===== config.mk =====
export PLATFORM = sky130hd
export DESIGN_NAME = multiciclo_core
export DESIGN_NICKNAME = d
export VERILOG_FILES = /design/src/rtl/multiciclo_core.sv
export SDC_FILE = /design/constraint.sdc
export NUM_CORES = 2
export LEC_CHECK = 0
export CAP_MARGIN = 5
export CORE_ASPECT_RATIO = 1.4
export CORE_MARGIN = 2
export CORE_UTILIZATION = 50
export DETAILED_ROUTE_END_ITERATION = 12
export PLACE_DENSITY = 0.66
export REMOVE_ABC_BUFFERS = 1
export SETUP_SLACK_MARGIN = 0.02
export SLEW_MARGIN = 20
export SYNTH_ARGS = -nofsm -noshare
export SYNTH_HDL_FRONTEND = slang
export SYNTH_SLANG_ARGS = --single-unit

===== constraint.sdc =====
create_clock -name clk -period 5.3 [get_ports clk]
set_input_delay 0.795 -clock clk [delete_from_list [all_inputs] [get_ports clk]]
set_output_delay 0.795 -clock clk [all_outputs]
set_load 0.02 [all_outputs]

===== src/rtl/multiciclo_core.sv =====
// Multi-cycle MIPS-subset core: one instruction per valid/ready handshake, walked through
// decode, execute, memory and write-back, with a register file and synchronous data memory.
module multiciclo_core #(
    parameter int unsigned DATA_W    = 32,
    parameter int unsigned NREG      = 32,
    parameter int unsigned MEM_DEPTH = 32
) (
    input  logic              clk,
    input  logic              rst_n,
    input  logic [31:0]       instr,
    input  logic              instr_valid,
    output logic              instr_ready,
    output logic              done,
    output logic              illegal,
    output logic [DATA_W-1:0] result,
    output logic              zero,
    input  logic [4:0]        dbg_addr,
    output logic [DATA_W-1:0] dbg_data
);
    localparam int unsigned IW = $clog2(NREG);
    localparam int unsigned MW = $clog2(MEM_DEPTH);

    typedef enum logic [2:0] {StIdle, StDecode, StExec, StMem, StWb} state_e;
    state_e state_q, state_d;

    logic [31:0]       instr_q;
    logic [DATA_W-1:0] a_q, b_q, imm_q, alu_q, mdr_q, result_q;
    logic              zero_q;
    logic [DATA_W-1:0] regs_q [NREG];
    logic [DATA_W-1:0] mem_q  [MEM_DEPTH];

    logic [5:0]        op, funct;
    logic              is_r, is_addi, is_lw, is_sw, r_legal, legal, wr_en;
    logic [IW-1:0]     rs_idx, rt_idx, rd_idx, wr_idx;
    logic [MW-1:0]     mem_idx;
    logic [DATA_W-1:0] alu_b, alu_d, wb_data;
    logic              unused_bits;

    // The latched instruction stays stable until the next accept, so decode is recomputed from it.
    assign op      = instr_q[31:26];
    assign funct   = instr_q[5:0];
    assign rs_idx  = instr_q[21 +: IW];
    assign rt_idx  = instr_q[16 +: IW];
    assign rd_idx  = instr_q[11 +: IW];
    assign is_r    = (op == 6'h00);
    assign is_addi = (op == 6'h08);
    assign is_lw   = (op == 6'h23);
    assign is_sw   = (op == 6'h2B);
    assign legal   = (is_r & r_legal) | is_addi | is_lw | is_sw;
    assign mem_idx = alu_q[MW-1:0];
    assign alu_b   = is_r ? b_q : imm_q;
    assign wb_data = is_lw ? mdr_q : alu_q;
    assign wr_idx  = is_r ? rd_idx : rt_idx;
    assign wr_en   = (state_q == StWb) & legal & ~is_sw & (wr_idx != '0);

    assign unused_bits = ^{instr_q, dbg_addr, alu_q};

    always_comb begin
        r_legal = 1'b0;
        case (funct)
            6'h20, 6'h22, 6'h24, 6'h25, 6'h27, 6'h2A: r_legal = 1'b1;
            default:                                  r_legal = 1'b0;
        endcase
    end

    always_comb begin
        alu_d = a_q + alu_b;
        if (is_r) begin
            case (funct)
                6'h22:   alu_d = a_q - b_q;
                6'h24:   alu_d = a_q & b_q;
                6'h25:   alu_d = a_q | b_q;
                6'h27:   alu_d = ~(a_q | b_q);
                6'h2A:   alu_d = DATA_W'($signed(a_q) < $signed(b_q));
                default: alu_d = a_q + b_q;
            endcase
        end
    end

    always_comb begin
        state_d = state_q;
        case (state_q)
            StIdle:   if (instr_valid) state_d = StDecode;
            StDecode: state_d = legal ? StExec : StWb;
            StExec:   state_d = (is_lw | is_sw) ? StMem : StWb;
            StMem:    state_d = StWb;
            StWb:     state_d = StIdle;
            default:  state_d = StIdle;
        endcase
    end

    always_ff @(posedge clk or negedge rst_n) begin
        if (!rst_n) begin
            state_q <= StIdle;
        end else begin
            state_q <= state_d;
        end
    end

    always_ff @(posedge clk or negedge rst_n) begin
        if (!rst_n) begin
            instr_q  <= '0;
            a_q      <= '0;
            b_q      <= '0;
            imm_q    <= '0;
            alu_q    <= '0;
            mdr_q    <= '0;
            result_q <= '0;
            zero_q   <= 1'b1;
        end else begin
            if (state_q == StIdle && instr_valid) instr_q <= instr;
            if (state_q == StDecode) begin
                a_q   <= regs_q[rs_idx];
                b_q   <= regs_q[rt_idx];
                imm_q <= DATA_W'($signed(instr_q[15:0]));
            end
            if (state_q == StExec) alu_q <= alu_d;
            if (state_q == StMem && is_lw) mdr_q <= mem_q[mem_idx];
            // Illegal instructions retire without disturbing the visible result.
            if (state_q == StWb && legal) begin
                result_q <= wb_data;
                zero_q   <= (wb_data == '0);
            end
        end
    end

    always_ff @(posedge clk or negedge rst_n) begin
        if (!rst_n) begin
            for (int i = 0; i < int'(NREG); i++) regs_q[i] <= '0;
        end else if (wr_en) begin
            regs_q[wr_idx] <= wb_data;
        end
    end

    always_ff @(posedge clk or negedge rst_n) begin
        if (!rst_n) begin
            for (int i = 0; i < int'(MEM_DEPTH); i++) mem_q[i] <= '0;
        end else if (state_q == StMem && is_sw) begin
            mem_q[mem_idx] <= b_q;
        end
    end

    assign instr_ready = (state_q == StIdle);
    assign done        = (state_q == StWb);
    assign illegal     = (state_q == StWb) & ~legal;
    assign result      = result_q;
    assign zero        = zero_q;
    assign dbg_data    = regs_q[dbg_addr[IW-1:0]];

endmodule


=== After elaboration in Yosys (flattened, before gate mapping) ===
Index checks and enable logic that the tools add are counted.

* Add/subtract/negate cells: 3
* $lt $le $gt $ge: 8
* Equal/unequal tests: 14
* Multiplexer cells: 28
* Bitwise gates (word level): 19
* Reductions and logical operators: 11

{| class="wikitable"
|+ Operators by type and width
! kind !! number
|-
| bitwise mux 1024 bit || 2
|-
| binary-select mux 32 bit (select 5 bit) || 4
|-
| 2-to-1 mux 32 bit || 13
|-
| demux 32 bit (select 5 bit) || 2
|-
| one-hot mux 32 bit (5 select lines) || 1
|-
| adder 32 bit || 2
|-
| equality test 6 bit, second input constant || 8
|-
| bitwise AND 32 bit || 1
|-
| logical NOT 32 bit || 1
|-
| < comparator 32 bit || 1
|-
| inverter 32 bit || 1
|-
| OR 32 bit || 1
|-
| subtractor 32 bit || 1
|-
| >= comparator 6 bit, second input constant || 5
|-
| inverter 5 -> 6 bit || 5
|-
| < comparator 6 x 1 -> 1 bit, second input constant || 2
|-
| one-hot mux 3 bit (4 select lines) || 1
|-
| 2-to-1 mux 3 bit || 3
|-
| equality test 3 x 2 -> 1 bit, second input constant || 2
|-
| equality test 6 x 4 -> 1 bit, second input constant || 1
|-
| logical AND 1 bit || 6
|-
| logical NOT 6 bit || 1
|-
| OR reduction 6 bit || 1
|-
| bitwise AND 1 bit || 5
|-
| other kinds (9) || 13
|}

* Register bits after elaboration: 2,260
* Input port bits: 40
* Output and inout port bits: 68
* Logic and storage cells: 156

=== Longest topological paths before layout ===
* Depth in word-level cells: 10
* Gate-level depth with buffers: 19
* Mapped depth without buffers: 16

=== Worst setup path after synthesis ===
Ideal clock, no wire load.

* Path kind: register to register
* From: register instr_q[31]
* To: register alu_q[30]
* Setup time: 0.124 ns
* Arrival: 4.225 ns
* Path slack: 0.950 ns
* Stages on the path, launching flop included: 20
* Path buffers: 3
* Clock period less this slack: 4.350 ns
* Cell sequence: dfrtp_1 > or3_4 > or4_1 > clkbuf_1 > clkbuf_1 > clkbuf_1 > nand2_1 > o21ai_0 > ha_1 > fa_1 > a211oi_1 > o31ai_1 > o21a_1 > o21ai_0 > a31oi_1 > a41oi_1 > a21oi_1 > or3_1 > o211ai_1 > a21oi_1

* Word-level cells in the longest chain between the ends: 4

{| class="wikitable"
|+ RTL lines
! element !! RTL line !! source
|-
| start: declaration || 26 || <nowiki>logic [31:0] instr_q;</nowiki>
|-
| start signal: assignment || 111 || <nowiki>if (state_q == StIdle && instr_valid) instr_q <= instr;</nowiki>
|-
| logical NOT 6 bit (*) || 45 || <nowiki>assign is_r = (op == 6'h00);</nowiki>
|-
| 2-to-1 mux 32 bit || 51 || <nowiki>assign alu_b = is_r ? b_q : imm_q;</nowiki>
|-
| adder 32 bit || 67 || <nowiki>alu_d = a_q + alu_b;</nowiki>
|-
| 2-to-1 mux 32 bit (*) || 68 || <nowiki>if (is_r) begin</nowiki>
|-
| end signal: assignment || 117 || <nowiki>if (state_q == StExec) alu_q <= alu_d;</nowiki>
|-
| end: declaration || 27 || <nowiki>logic [DATA_W-1:0] a_q, b_q, imm_q, alu_q, mdr_q, result_q;</nowiki>
|}

Every way passes the cells marked *; elsewhere a longest branch is shown, timed or not.
A chain may end at the register's enable or synchronous reset.

=== Worst setup path in the final report ===
* From: register instr_q[31]
* To: register alu_q[29]

The elaborated chain is that of the path after synthesis.

==> summary.log <==
qor: run.max_cap_viol_count 0
qor: power_and_ir_drop.clock_power_share 27.6%
qor: clocking.cts_root_buffer clkbuf_16
qor: detailed_routing.drc_errors 0
qor: sta.setup_skew_after_layout 0.0629 ns
qor: grt.grt_first_pass_wirelength 583000 um
qor: detailed_routing.ant_nets 0
qor: power_and_ir_drop.sequentialPowerShare 34.3%
qor: clocking.cts_tree built
qor: synth.synth-edff-count 0
qor: detailed_routing.detail_route.wl_per_cell 31.4 um
qor: synth.synth_seq_area_share 47.1%
qor: setup_path.endpoint_kind register
qor: power_and_ir_drop.power_frac_comb 38.0%
qor: synth.ys_top_cells_by_count dfrtp_1 (2259), mux4_2 (1216), mux2_2 (849), nand2_1 (841), nor2_1 (752)
qor: die.dieWidth 418 um
qor: grt.globalRouteOverflowTotal 0
qor: placed_design.placement.cell_area 0.125 mm2
qor: final_layout.layout-drive-gt1-share 31.0%
qor: setup_path.required 6.09 ns
qor: sta.report.final.slew_viol_count 0
qor: synth.ys_warn_count 0
qor: placed_design.post-dp-hpwl 242000 um
qor: power_and_ir_drop.pint 36600 uW
qor: die.core_area 0.238 mm2
qor: grt.grtUsageMet2 53.6%
qor: sta.setup_repair_after_global_routing_missed_its_margin false
qor: synth.post_synth_main_area_contributors dfrtp_1 (47%), mux4_2 (23%), mux2_2 (8.0%), a21oi_1 (3.0%), o21ai_0 (3.0%)
qor: setup_path.cpLargestDelayFamily simple AND/OR/NAND/NOR gates
qor: placed_design.buffer_ports.inserted 107
qor: synth.synth_instances 9521
qor: setup_path.worst_path_largest_cell_delay 0.68 ns
qor: synth.postSynthRegisterBits 2260
qor: grt.via_count_of_the_first_global_routing_pass 86878
qor: detailed_routing.via_count 84367
qor: synth.syn_avg_cell_area 12.6 um2
qor: final_layout.area_growth 10.7%
qor: placed_design.dpl_worst_slack 0.509 ns
qor: setup_path.critical_path.max_fanout 8
qor: synth.mappedNetlistArea 0.120 mm2
qor: sta.timing.final.crit_period 4.81 ns
qor: placed_design.place_congestion 0.962
qor: clocking.clock_sinks 2260
qor: clocking.clock_latency 0.92 ns
qor: power_and_ir_drop.power.switching_fraction 39.4%
qor: sta.worst_slew_pin_slew 1.24 ns
qor: detailed_routing.finalWirelength 393000 um
qor: final_layout.postLayoutCellArea 0.133 mm2
qor: sta.fin_crit_sh 90.8%
qor: synth.netlist.area_leader.share 47.1%
qor: setup_path.cp_slowest_cell or4_2
qor: grt.antenna_found_initial 15
qor: setup_path.cp-start-kind register
qor: sta.postLayoutSetupSlackWorst 0.489 ns
qor: synth.yosysTopAreaCell dfrtp_1
qor: power_and_ir_drop.power.net_switching 23800 uW
qor: grt.globalRouteTotalUtil 32.4%
qor: die.top_level_ports 108
qor: clocking.path_clk_slew 0.07 ns
qor: sta.slew-limit-headroom 17.1%
qor: detailed_routing.drtPass1Iterations 6
qor: sta.setup_tns 0 ns
qor: final_layout.n_fill_cell 19181
qor: sta.hold_viol 0
qor: power_and_ir_drop.p_leak 0.0574 uW
qor: grt.grt_start_max_net_pins 164
qor: synth.synth.lib_cells_used.distinct 80
qor: power_and_ir_drop.ir_worst_vdd 0.760 mV
qor: synth.synthArstFlopShare 100%
qor: grt.layer_carrying_the_most_global_route_usage met2
qor: run_status.outcome completed
qor: setup_path.timing.critical_path.arrival 5.60 ns
qor: setup_path.critPathKind reg2reg
qor: setup_path.path_cells or3_4, or4_2, and2_0, a21o_1, ha_1, nand2_1, nor4_1, buf_4, nand3_1, o211ai_1, a41oi_1, a211oi_1, mux2i_1, a31oi_1, o21a_1
qor: sta.setup_viol_count_final 0
qor: synth.synth_ff_type dfrtp_1
qor: grt.globalRouteMet3Util 6.05%
qor: detailed_routing.drtIter0Drc 8818
qor: synth.yosysMostFrequentCell dfrtp_1
qor: setup_path.path_buf_inv 1
qor: clocking.htree_num_levels 4
qor: final_layout.ff_latch_area 0.0566 mm2
qor: clocking.numCtsBuffers 218
qor: clocking.clock_path_buffers 4
qor: clocking.ctsResizeCount 0
qor: die.fp.dieArea 0.244 mm2
qor: die.initial_utilization 50.4%
qor: grt.global_route.usage.met1 39.9%
qor: die.placement_rows 212
qor: final_layout.multi_input_area 0.0601 mm2
qor: detailed_routing.routed_vias_inst 6.73
qor: worst_hold_path.worst_hold_path_type reg2reg
qor: power_and_ir_drop.power.density_cell_area 454 mW/mm2
qor: final_layout.final_net_count 9422
qor: sta.fmax 208 MHz
qor: die.die_outline_height 584 um
## layer usage
metal / up-vias / wire [um]
li1: 34902 / -
met1: 43924 / 141000
met2: 4260 / 193000
met3: 1265 / 32300
met4: 16 / 27500
met5: - / 99
## layout by cell type (no fill, tap or decap), types with 21 or more instances in the layout
cell type           n
a21oi_1           723
buf_4             288
nor2_1            723
clkbuf_1           50
mux2i_4            32
nor3_1             37
a211oi_1           21
a21o_1             37
inv_1              89
a22oi_1           100
nand4_1            50
clkdlybuf4s50_1    98
buf_12             66
o21bai_1           23
o21a_1             42
bufinv_16          30
nand3_1            33
xnor2_1            50
mux4_2           1216
o21ai_1           131
ha_1              127
a22o_1             35
nor2_4             27
clkbuf_8           41
nand2_1           832
o21ai_0           712
a221oi_1           42
clkinv_2           34
mux2i_1            73
clkbuf_16         219
mux2_2            849
dfrtp_1          2246
nand2b_1           28
## final cells by class
type	instances	share of cell area [%]
diodes	3	0.00564
clock buffers	310	4.69
clock inverters	80	0.929
inverters	104	0.294
multi-input cells	6209	45.2
flip-flops and latches	2260	42.6
well taps	3103	2.92
repair buffers	459	3.46
## per-stage QoR
stage,utilization [%],hold slack [ns],std cells,power [uW]
final,55.8,0.416,12528,60400
after global routing,55.8,0.430,12526,62700
after CTS,55.8,0.419,12524,60200
after detailed placement,52.6,0.403,12133,43600
after global placement,52.6,0.393,12132,43400
after floorplan,-,0.381,8573,34200
## power by group through the flow
| stage | Clock [uW] | Combinational [uW] | Sequential [uW] |
|---|---|---|---|
| after floorplan | 0 | 12100 | 22000 |
| after global placement | 0 | 22500 | 20900 |
| after detailed placement | 0 | 22600 | 21000 |
| after CTS | 16900 | 22700 | 20600 |
| after global routing | 17500 | 24400 | 20800 |
| final | 16700 | 22900 | 20700 |
## cells by family (layout without fill, tap and decap cells)
| logic type | after synthesis | count (layout) | share of synthesized area [%] |
|---|---|---|---|
| flip-flops | 2260 | 2260 | 47.1 |
| buffers and inverters | 1052 | 953 | 3.58 |
| XOR/XNOR | 59 | 59 | 0.430 |
| adder cells (fa/ha/maj) | 130 | 130 | 1.37 |
| AO/OA/AOI/OAI | 1987 | 1987 | 9.36 |
| multiplexers | 2170 | 2170 | 31.6 |
| other | 0 | 3 | 0 |
| AND/OR/NAND/NOR | 1863 | 1863 | 6.54 |
## state kept, by name, summed over array words and instances, names as in the netlist
name     flops
alu_q       32
mem_q     1024
mdr_q       32
result      32
imm_q       16
regs_q    1024
instr_q     32
a_q         32
zero         1
b_q         32
state_q      3
## worst reg2reg max path: stages, from the launching register on
cell and delay [ns]:
dfrtp_1 0.39, or3_4 0.42, or4_2 0.68, and2_0 0.37, a21o_1 0.23, ha_1 0.37, nand2_1 0.14, nor4_1 0.25
buf_4 0.16, nand3_1 0.06, o211ai_1 0.44, a41oi_1 0.23, a211oi_1 0.42, mux2i_1 0.28, a31oi_1 0.11, o21a_1 0.16
## what timing repair did
action / in CTS / in global routing
setup endpoints to repair: 0 / 0
endpoints found under the hold margin: 41 / 0
buffers inserted: 0 / 0
hold buffers: 1 / 0
## worst paths after layout
path	slack, ns	depth (start not counted)	from	to
worst max-delay path	0.49	15	instr_q[31]$_DFFE_PN0P_	alu_q[29]$_DFFE_PN0P_
worst min-delay path	0.42	0	regs_q[1014]$_DFFE_PN0P_	regs_q[1014]$_DFFE_PN0P_
worst max register to register	0.49	15	instr_q[31]$_DFFE_PN0P_	alu_q[29]$_DFFE_PN0P_
worst min register to register	0.42	0	regs_q[1014]$_DFFE_PN0P_	regs_q[1014]$_DFFE_PN0P_
max in group asynchronous	3.09	3	rst_n	regs_q[762]$_DFFE_PN0P_
min in group asynchronous	0.48	2	rst_n	regs_q[840]$_DFFE_PN0P_
(Power assumes the default switching activity.)
